## src/rtl/parser_pkg.sv

```systemverilog
// Shared definitions for the shunting-yard parser: token kinds, opcodes,
// the token layout, operator precedence helpers and the FSM state encoding.
package parser_pkg;

  localparam logic [3:0] KIND_NUM    = 4'd1;
  localparam logic [3:0] KIND_OP     = 4'd2;
  localparam logic [3:0] KIND_LPAREN = 4'd3;
  localparam logic [3:0] KIND_RPAREN = 4'd4;
  localparam logic [3:0] KIND_END    = 4'd5;
  localparam logic [3:0] KIND_ERR    = 4'd6;

  localparam logic [2:0] OP_ADD = 3'd0;
  localparam logic [2:0] OP_SUB = 3'd1;
  localparam logic [2:0] OP_MUL = 3'd2;
  localparam logic [2:0] OP_DIV = 3'd3;
  localparam logic [2:0] OP_NEG = 3'd4;

  // Stack entries are 3-bit operator codes; an open parenthesis uses a code
  // that no real operator occupies so it never compares as an operator.
  localparam logic [2:0] STK_LPAREN = 3'd7;

  localparam logic [15:0] TOK_END = {KIND_END, 12'h000};
  localparam logic [15:0] TOK_ERR = {KIND_ERR, 12'h000};

  typedef struct packed {
    logic [3:0]  kind;
    logic [11:0] value;
  } token_t;

  typedef enum logic [2:0] {
    ST_ACCEPT,
    ST_POP,
    ST_PAREN,
    ST_FLUSH,
    ST_DRAIN
  } state_t;

  function automatic logic [1:0] opPrec(input logic [2:0] op);
    logic [1:0] prec;
    case (op)
      OP_ADD, OP_SUB: prec = 2'd1;
      OP_MUL, OP_DIV: prec = 2'd2;
      OP_NEG:         prec = 2'd3;
      default:        prec = 2'd0;
    endcase
    return prec;
  endfunction

  // True when the stacked operator must leave before the pending one is
  // pushed. NEG is right-associative, so equal precedence does not pop it.
  function automatic logic shouldPop(input logic [2:0] top, input logic [2:0] pending);
    logic result;
    if (top == STK_LPAREN) begin
      result = 1'b0;
    end else if (pending == OP_NEG) begin
      result = (opPrec(top) > opPrec(pending));
    end else begin
      result = (opPrec(top) >= opPrec(pending));
    end
    return result;
  endfunction

  function automatic logic [15:0] opToken(input logic [2:0] op);
    return {KIND_OP, 9'd0, op};
  endfunction

endpackage

```

## src/rtl/shunting_parser_op_stack.sv

```systemverilog
// Operator stack for the shunting-yard parser. Holds 3-bit operator codes,
// exposes the top entry combinationally and supports push, pop and clear.
// Clear has priority over push, push over pop.
module op_stack #(
  parameter int DEPTH = 16
) (
  input  logic       i_clk,
  input  logic       i_rst,
  input  logic       i_push,
  input  logic [2:0] i_pushData,
  input  logic       i_pop,
  input  logic       i_clear,
  output logic [2:0] o_top,
  output logic       o_empty,
  output logic       o_full
);

  localparam int AW = $clog2(DEPTH);
  localparam int PW = AW + 1;

  logic [2:0]    r_mem [DEPTH];
  logic [PW-1:0] r_ptr;
  logic [AW-1:0] w_wrIdx;
  logic [AW-1:0] w_topIdx;
  logic          w_doPush;
  logic          w_doPop;

  assign w_wrIdx  = r_ptr[AW-1:0];
  assign w_topIdx = r_ptr[AW-1:0] - AW'(1);
  assign o_top    = r_mem[w_topIdx];
  assign o_empty  = (r_ptr == '0);
  assign o_full   = (r_ptr == PW'(DEPTH));
  assign w_doPush = i_push && !o_full && !i_clear;
  assign w_doPop  = i_pop && !o_empty && !i_clear && !i_push;

  // Stack pointer: counts occupied entries, cleared on reset or error.
  always_ff @(posedge i_clk or posedge i_rst) begin
    if (i_rst) begin
      r_ptr <= '0;
    end else if (i_clear) begin
      r_ptr <= '0;
    end else if (w_doPush) begin
      r_ptr <= r_ptr + PW'(1);
    end else if (w_doPop) begin
      r_ptr <= r_ptr - PW'(1);
    end
  end

  // Storage array: written only on an accepted push; contents need no reset.
  always_ff @(posedge i_clk) begin
    if (w_doPush) begin
      r_mem[w_wrIdx] <= i_pushData;
    end
  end

endmodule

```

## src/rtl/shunting_parser.sv

```systemverilog
// Infix-to-RPN parser front stage. Consumes lexer tokens, reorders them into
// postfix with an operator stack and replaces any malformed expression with
// a single ERR token. Optional unary minus support: PARSER_UNARY_MINUS_EN.
module shunting_parser
  import parser_pkg::*;
#(
  parameter int STACK_DEPTH = 16
) (
  input  logic        CLK,
  input  logic        RST,
  input  logic        I_VALID,
  output logic        I_READY,
  input  logic [15:0] I_DATA,
  output logic        O_VALID,
  input  logic        O_READY,
  output logic [15:0] O_DATA,
  output logic        BUSY
);

  state_t      r_state;
  state_t      w_stateNext;
  logic        r_live;
  logic        r_expect;
  logic        w_expectNext;
  logic [2:0]  r_pending;
  logic [2:0]  w_pendingNext;
  logic        r_oValid;
  logic [15:0] r_oData;
  logic        w_loadOut;
  logic [15:0] w_outData;
  logic        w_push;
  logic [2:0]  w_pushData;
  logic        w_pop;
  logic        w_clear;
  logic [2:0]  w_top;
  logic        w_empty;
  logic        w_full;
  logic        w_outFree;
  logic        w_accept;
  logic        w_syntaxErr;
  logic        w_isBinOp;
  token_t      w_tok;

  assign w_tok     = I_DATA;
  assign w_outFree = !r_oValid || O_READY;
  assign I_READY   = r_live && ((r_state == ST_ACCEPT) || (r_state == ST_DRAIN)) && w_outFree;
  assign w_accept  = I_VALID && I_READY;
  assign w_isBinOp = (w_tok.value[11:3] == 9'd0) && (w_tok.value[2:0] <= OP_DIV);
  assign O_VALID   = r_oValid;
  assign O_DATA    = r_oData;
  assign BUSY      = !w_empty || (r_state != ST_ACCEPT);

  op_stack #(
    .DEPTH(STACK_DEPTH)
  ) u_stack (
    .i_clk      (CLK),
    .i_rst      (RST),
    .i_push     (w_push),
    .i_pushData (w_pushData),
    .i_pop      (w_pop),
    .i_clear    (w_clear),
    .o_top      (w_top),
    .o_empty    (w_empty),
    .o_full     (w_full)
  );

  // State register.
  always_ff @(posedge CLK or posedge RST) begin
    if (RST) begin
      r_state <= ST_ACCEPT;
    end else begin
      r_state <= w_stateNext;
    end
  end

  // Next-state, stack control and output-load decisions for every state.
  always_comb begin
    w_stateNext   = r_state;
    w_expectNext  = r_expect;
    w_pendingNext = r_pending;
    w_push        = 1'b0;
    w_pushData    = r_pending;
    w_pop         = 1'b0;
    w_clear       = 1'b0;
    w_loadOut     = 1'b0;
    w_outData     = r_oData;
    w_syntaxErr   = 1'b0;

    case (r_state)
      ST_ACCEPT: begin
        if (w_accept) begin
          case (w_tok.kind)
            KIND_NUM: begin
              if (r_expect) begin
                w_loadOut    = 1'b1;
                w_outData    = I_DATA;
                w_expectNext = 1'b0;
              end else begin
                w_syntaxErr = 1'b1;
              end
            end
            KIND_OP: begin
              if (r_expect) begin
`ifdef PARSER_UNARY_MINUS_EN
                if ((w_tok.value == {9'd0, OP_SUB}) && !w_full) begin
                  w_push        = 1'b1;
                  w_pushData    = OP_NEG;
                  w_pendingNext = OP_NEG;
                end else begin
                  w_syntaxErr = 1'b1;
                end
`else
                w_syntaxErr = 1'b1;
`endif
              end else if (!w_isBinOp) begin
                w_syntaxErr = 1'b1;
              end else begin
                w_pendingNext = w_tok.value[2:0];
                w_expectNext  = 1'b1;
                if (!w_empty && shouldPop(w_top, w_tok.value[2:0])) begin
                  w_stateNext = ST_POP;
                end else if (w_full) begin
                  w_syntaxErr = 1'b1;
                end else begin
                  w_push     = 1'b1;
                  w_pushData = w_tok.value[2:0];
                end
              end
            end
            KIND_LPAREN: begin
              if (!r_expect || w_full) begin
                w_syntaxErr = 1'b1;
              end else begin
                w_push     = 1'b1;
                w_pushData = STK_LPAREN;
              end
            end
            KIND_RPAREN: begin
              if (r_expect) begin
                w_syntaxErr = 1'b1;
              end else begin
                w_stateNext = ST_PAREN;
              end
            end
            KIND_END: begin
              if (r_expect) begin
                w_loadOut = 1'b1;
                w_outData = TOK_ERR;
                w_clear   = 1'b1;
              end else begin
                w_stateNext  = ST_FLUSH;
                w_expectNext = 1'b1;
              end
            end
            default: begin
              w_syntaxErr = 1'b1;
            end
          endcase
        end
      end

      ST_POP: begin
        if (!w_empty && shouldPop(w_top, r_pending)) begin
          if (w_outFree) begin
            w_loadOut = 1'b1;
            w_outData = opToken(w_top);
            w_pop     = 1'b1;
          end
        end else if (w_full) begin
          w_syntaxErr = 1'b1;
        end else begin
          w_push      = 1'b1;
          w_pushData  = r_pending;
          w_stateNext = ST_ACCEPT;
        end
      end

      ST_PAREN: begin
        if (w_empty) begin
          w_syntaxErr = 1'b1;
        end else if (w_top == STK_LPAREN) begin
          w_pop       = 1'b1;
          w_stateNext = ST_ACCEPT;
        end else if (w_outFree) begin
          w_loadOut = 1'b1;
          w_outData = opToken(w_top);
          w_pop     = 1'b1;
        end
      end

      ST_FLUSH: begin
        if (w_outFree) begin
          w_loadOut = 1'b1;
          if (w_empty) begin
            w_outData   = TOK_END;
            w_stateNext = ST_ACCEPT;
          end else if (w_top == STK_LPAREN) begin
            w_outData    = TOK_ERR;
            w_clear      = 1'b1;
            w_stateNext  = ST_ACCEPT;
            w_expectNext = 1'b1;
          end else begin
            w_outData = opToken(w_top);
            w_pop     = 1'b1;
          end
        end
      end

      ST_DRAIN: begin
        if (w_accept && (w_tok.kind == KIND_END)) begin
          w_loadOut    = 1'b1;
          w_outData    = TOK_ERR;
          w_stateNext  = ST_ACCEPT;
          w_expectNext = 1'b1;
        end
      end

      default: begin
        w_stateNext = ST_ACCEPT;
      end
    endcase

    if (w_syntaxErr) begin
      w_push       = 1'b0;
      w_pop        = 1'b0;
      w_loadOut    = 1'b0;
      w_outData    = r_oData;
      w_clear      = 1'b1;
      w_stateNext  = ST_DRAIN;
      w_expectNext = 1'b1;
    end
  end

  // Datapath registers: syntax flag, pending operator and the output slot.
  always_ff @(posedge CLK or posedge RST) begin
    if (RST) begin
      r_live    <= 1'b0;
      r_expect  <= 1'b1;
      r_pending <= OP_ADD;
      r_oValid  <= 1'b0;
      r_oData   <= '0;
    end else begin
      r_live    <= 1'b1;
      r_expect  <= w_expectNext;
      r_pending <= w_pendingNext;
      if (w_loadOut) begin
        r_oValid <= 1'b1;
        r_oData  <= w_outData;
      end else if (O_READY) begin
        r_oValid <= 1'b0;
      end
    end
  end

endmodule
```

## config.mk

```make
export PLATFORM = sky130hd
export DESIGN_NAME = shunting_parser
export DESIGN_NICKNAME = d
export VERILOG_FILES = /design/src/rtl/parser_pkg.sv /design/src/rtl/shunting_parser_op_stack.sv /design/src/rtl/shunting_parser.sv
export SDC_FILE = /design/constraint.sdc
export NUM_CORES = 1
export LEC_CHECK = 0
export BUFFER_PORTS_ARGS = -buffer_cell sky130_fd_sc_hd__buf_2
export CORE_UTILIZATION = 45
export CTS_BUF_LIST = sky130_fd_sc_hd__clkbuf_8
export DETAILED_ROUTE_END_ITERATION = 6
export SLEW_MARGIN = 5
export SYNTH_ARGS = -nofsm -noshare
export SYNTH_HDL_FRONTEND = slang
export SYNTH_SLANG_ARGS = --single-unit
```

## constraint.sdc

```tcl
create_clock -name CLK -period 6.6 [get_ports CLK]
set_input_delay 0.66 -clock CLK [delete_from_list [all_inputs] [get_ports CLK]]
set_output_delay 0.66 -clock CLK [all_outputs]
set_load 0.05 [all_outputs]
```

==> flow_summary.json <==
{
  "status": "complete, no violations",
  "synth_top_family_by_area": "simple AND/OR/NAND/NOR gates",
  "antenna_cells": 0,
  "worst_r2r_path_depth": 20,
  "slew_headroom_pct": 27.0,
  "first_global_vias": 2885,
  "worst_r2r_startpoint": "u_stack.r_ptr[1]",
  "setup_viol": 0,
  "period_needed_ns": 5.52,
  "path_depth": 20,
  "grtUsageMet3_pct": 3.97,
  "initial_core_util_pct": 46.2,
  "synthSimpleGateAreaFrac_pct": 16.2,
  "die_area_sq_um": 9790,
  "critical_path.endpoint_type": "flop",
  "wl_per_cell_um": 17.4,
  "grtUsageMet2_pct": 30.9,
  "cts_buffers": 9,
  "p_per_area_nw_per_um2": 442,
  "worst-r2r-setup-slack_ns": 1.08,
  "fin_crit_sh_pct": 83.6,
  "num-nets-final": 449,
  "drive_gt1_share_pct": 20.2,
  "cpPeakStageDelay_ns": 0.61,
  "synth_edf_count": 48,
  "die_h_um": 98.9,
  "clk_latency_ns": 0.36,
  "cts_sinks": 78,
  "p_leak_uw": 0.00184,
  "synth-seq-cells": 78,
  "htreeDepth": 3,
  "yosysSeqAreaShare_pct": 51.9,
  "grt_pass1_wl_um": 15000,
  "ios": 39,
  "crit_chain": "inv_1 -> ha_1 -> xor2_2 -> mux4_2 -> a21oi_1 -> inv_1 -> o21ai_0 -> ha_1 -> nand2b_1 -> a21oi_1 -> nor2_1 -> o221a_2 -> a31oi_2 -> inv_1 -> fa_1 -> a21o_1 -> a21oi_1 -> mux2i_1 -> xnor2_1 -> nor2_1",
  "place_inst": 516,
  "grt_setup_unrepaired": "false",
  "endpoint": "u_stack.r_ptr[4]",
  "cap_violations": 0,
  "grt.total_usage_pct": 20.2,
  "die_w_um": 98.9,
  "synth_async_sr_flop_share_pct": 38.5,
  "antenna_found_initial": 0,
  "synth_compound_area_share_pct": 12.4,
  "tightest_slew_ns": 1.09,
  "synthAdderAreaFrac_pct": 4.02,
  "top_usage_layer": "met2",
  "fin_tns_setup_ns": 0,
  "via_per_inst": 5.58,
  "hold_viol": 0,
  "worstPathArrival_ns": 5.76,
  "place_area_sq_um": 4510,
  "core-area_sq_um": 9150,
  "worstPathBufferInverterCount": 3,
  "slew_violations": 0,
  "irDropWorstVdd_mv": 0.173,
  "cts-root-buf": "clkbuf_8",
  "design_area_sq_um": 4720,
  "cts_setup_buffers": 0,
  "grt_max_degree": 32,
  "wirelength_um": 9280,
  "crit_type": "reg -> reg",
  "r2r-end": "u_stack.r_ptr[4]",
  "grt_use_met1_pct": 28.9,
  "fmax_mhz": 181,
  "crit_fanout": 8,
  "cts_buffer_depth": 2,
  "via_count": 2969,
  "dr.pass1.iters": 4,
  "yosys_warnings": 0,
  "cp-start-kind": "flop",
  "syn_area_sq_um": 4230,
  "detailed_place_hpwl_um": 6700,
  "overflow": 0,
  "ys_types": 63,
  "syn2layout_area_growth_pct": 11.7,
  "ys.flop_type": "edfxtp_1",
  "cts-hold-fix-buffers": 0,
  "cp_top_family": "compound AO/OA/AOI/OAI gates",
  "synth_cells": 378,
  "path_clk_slew_ns": 0.09,
  "cts_tree": "yes",
  "antenna_left": 0,
  "cts_resized": 0,
  "num_rows": 35,
  "fin_skew_ns": 0.0169,
  "synthXorXnorAreaFrac_pct": 2.04,
  "muxShareOfSynthArea_pct": 9.88,
  "postSynthAreaPerCell_sq_um": 11.2,
  "drt_iter0_drc": 146,
  "place_congestion": 0.831,
  "min_path_type": "in -> async",
  "crit_slowest_cell": "mux4_2",
  "final_cells": 532,
  "cp-startpoint": "u_stack.r_ptr[1]",
  "io_buffers": 38,
  "drc": 0,
  "crit_required_ns": 6.84,
  "synth_nets": 411
}
cell usage after synthesis (2+ instances only):
library cell   n  area (sq um)
a31o_2         2          17.5
a32oi_1        3          26.3
dfrtp_1       29           726
nor3_1        12          60.1
and3_1         5          31.3
nand3_1       16          80.1
a21o_1         3          22.5
o21ai_1        2          10.0
o221ai_1       2          17.5
nor4_4         2          42.5
nand2b_1       8          50.1
buf_2          2          10.0
o21ai_0       29           145
mux4_1         3          78.8
xnor2_1        6          52.6
or2_2          3          18.8
a31oi_1        2          12.5
nand4_1        2          12.5
edfxtp_1      48          1440
buf_4          2          15.0
nor2_1        40           150
or4_1          2          15.0
o21a_1         2          15.0
ha_1          12           150
mux4_2         6           135
o31ai_1        5          37.5
or3_1          2          12.5
clkbuf_1       9          33.8
inv_1         20          75.1
nand2_1       32           120
xor2_1         2          17.5
a21oi_1       16          80.1
mux2i_1       17           170
mux2_2         3          33.8
stage by stage:
| stage | power [uW] | util [%] | worst slack, ns | hold slack, ns |
|---|---|---|---|---|
| after global routing | 2230 | 51.6 | 0.620 | 0.398 |
| after floorplan | 1490 | - | 1.34 | 0.502 |
| after detailed placement | 1700 | 49.3 | 1.12 | 0.487 |
| final | 2090 | 51.6 | 1.08 | 0.366 |
| after global placement | 1690 | 49.3 | 1.24 | 0.472 |
| after CTS | 2090 | 51.6 | 1.09 | 0.377 |
cell families (layout without fill, tap and decap cells):
logic type	count (synthesis)	count (layout)
other cells	1	1
fa+ha+maj	13	13
mux	29	29
xor+xnor	9	9
simple gates	135	135
compound gates	79	79
flops	78	78
buf+inv	34	77
final cells by class:
cell class,instances,area [sq um]
well taps,111,139
flip-flops and latches,78,2190
fillers,829,4430
clock inverters,7,90.1
clock buffers,9,124
inverters,20,75.1
multi-input cells,266,1890
repair buffers,41,213
registers in the layout (all words and copies together) (netlist names):
register,flops
r_expect,1
O_DATA,16
r_live,1
O_VALID,1
u_stack.r_ptr,5
u_stack.r_mem,48
r_pending,3
r_state,3
worst min-delay path by stage:
stage	from	cells after the start	to	slack (ns)
finish	RST	3	O_DATA[14]	0.37
global route	RST	3	O_DATA[14]	0.40
global placement	O_DATA[14]	1	O_DATA[14]	0.47
floorplan	r_pending[0]	1	r_pending[0]	0.50
detailed placement	O_DATA[14]	1	O_DATA[14]	0.49
CTS	RST	3	O_DATA[14]	0.38
metal layers:
metal	vias up	wire length (um)	part of all wire [%]
met2	49	4390	47
li1	1465	-	-
met5	-	0	0
met3	11	291	3.1
met1	1444	4470	48
met4	0	124	1.3
cell usage in the layout (no fill, tap or decap), types with 3 or more instances in the layout:
cell	synthesis	routed
nand3_1	16	16
nor3_1	12	12
or2_2	3	3
and3_1	5	5
mux2_2	3	3
a32oi_1	3	3
buf_2	2	38
clkbuf_8	0	9
o21ai_0	29	29
a21o_1	3	3
buf_4	2	3
edfxtp_1	48	48
mux2i_1	17	17
nand2b_1	8	8
dfrtp_1	29	29
a21oi_1	16	16
nor2_1	40	40
mux4_2	6	6
o31ai_1	5	5
mux4_1	3	3
ha_1	12	12
nand2_1	32	32
inv_1	20	21
xnor2_1	6	6
worst reg2reg max path, stage by stage, from the launching register on:
cell	delay [ns]
dfrtp_1	0.48
inv_1	0.12
ha_1	0.24
xor2_2	0.36
mux4_2	0.61
a21oi_1	0.32
inv_1	0.06
o21ai_0	0.24
ha_1	0.27
nand2b_1	0.14
a21oi_1	0.29
nor2_1	0.11
o221a_2	0.30
a31oi_2	0.40
inv_1	0.20
fa_1	0.48
a21o_1	0.20
a21oi_1	0.18
mux2i_1	0.23
xnor2_1	0.14
nor2_1	0.05
report_power, final:
part           internal, uW  total [uW]  switching [uW]  leakage [uW]
registers               584         663            78.9      0.000823
logic                   351        1040             688      0.000903
clock network           211         386             175      0.000110
No activity file was read; power rests on OpenSTA's default activity.
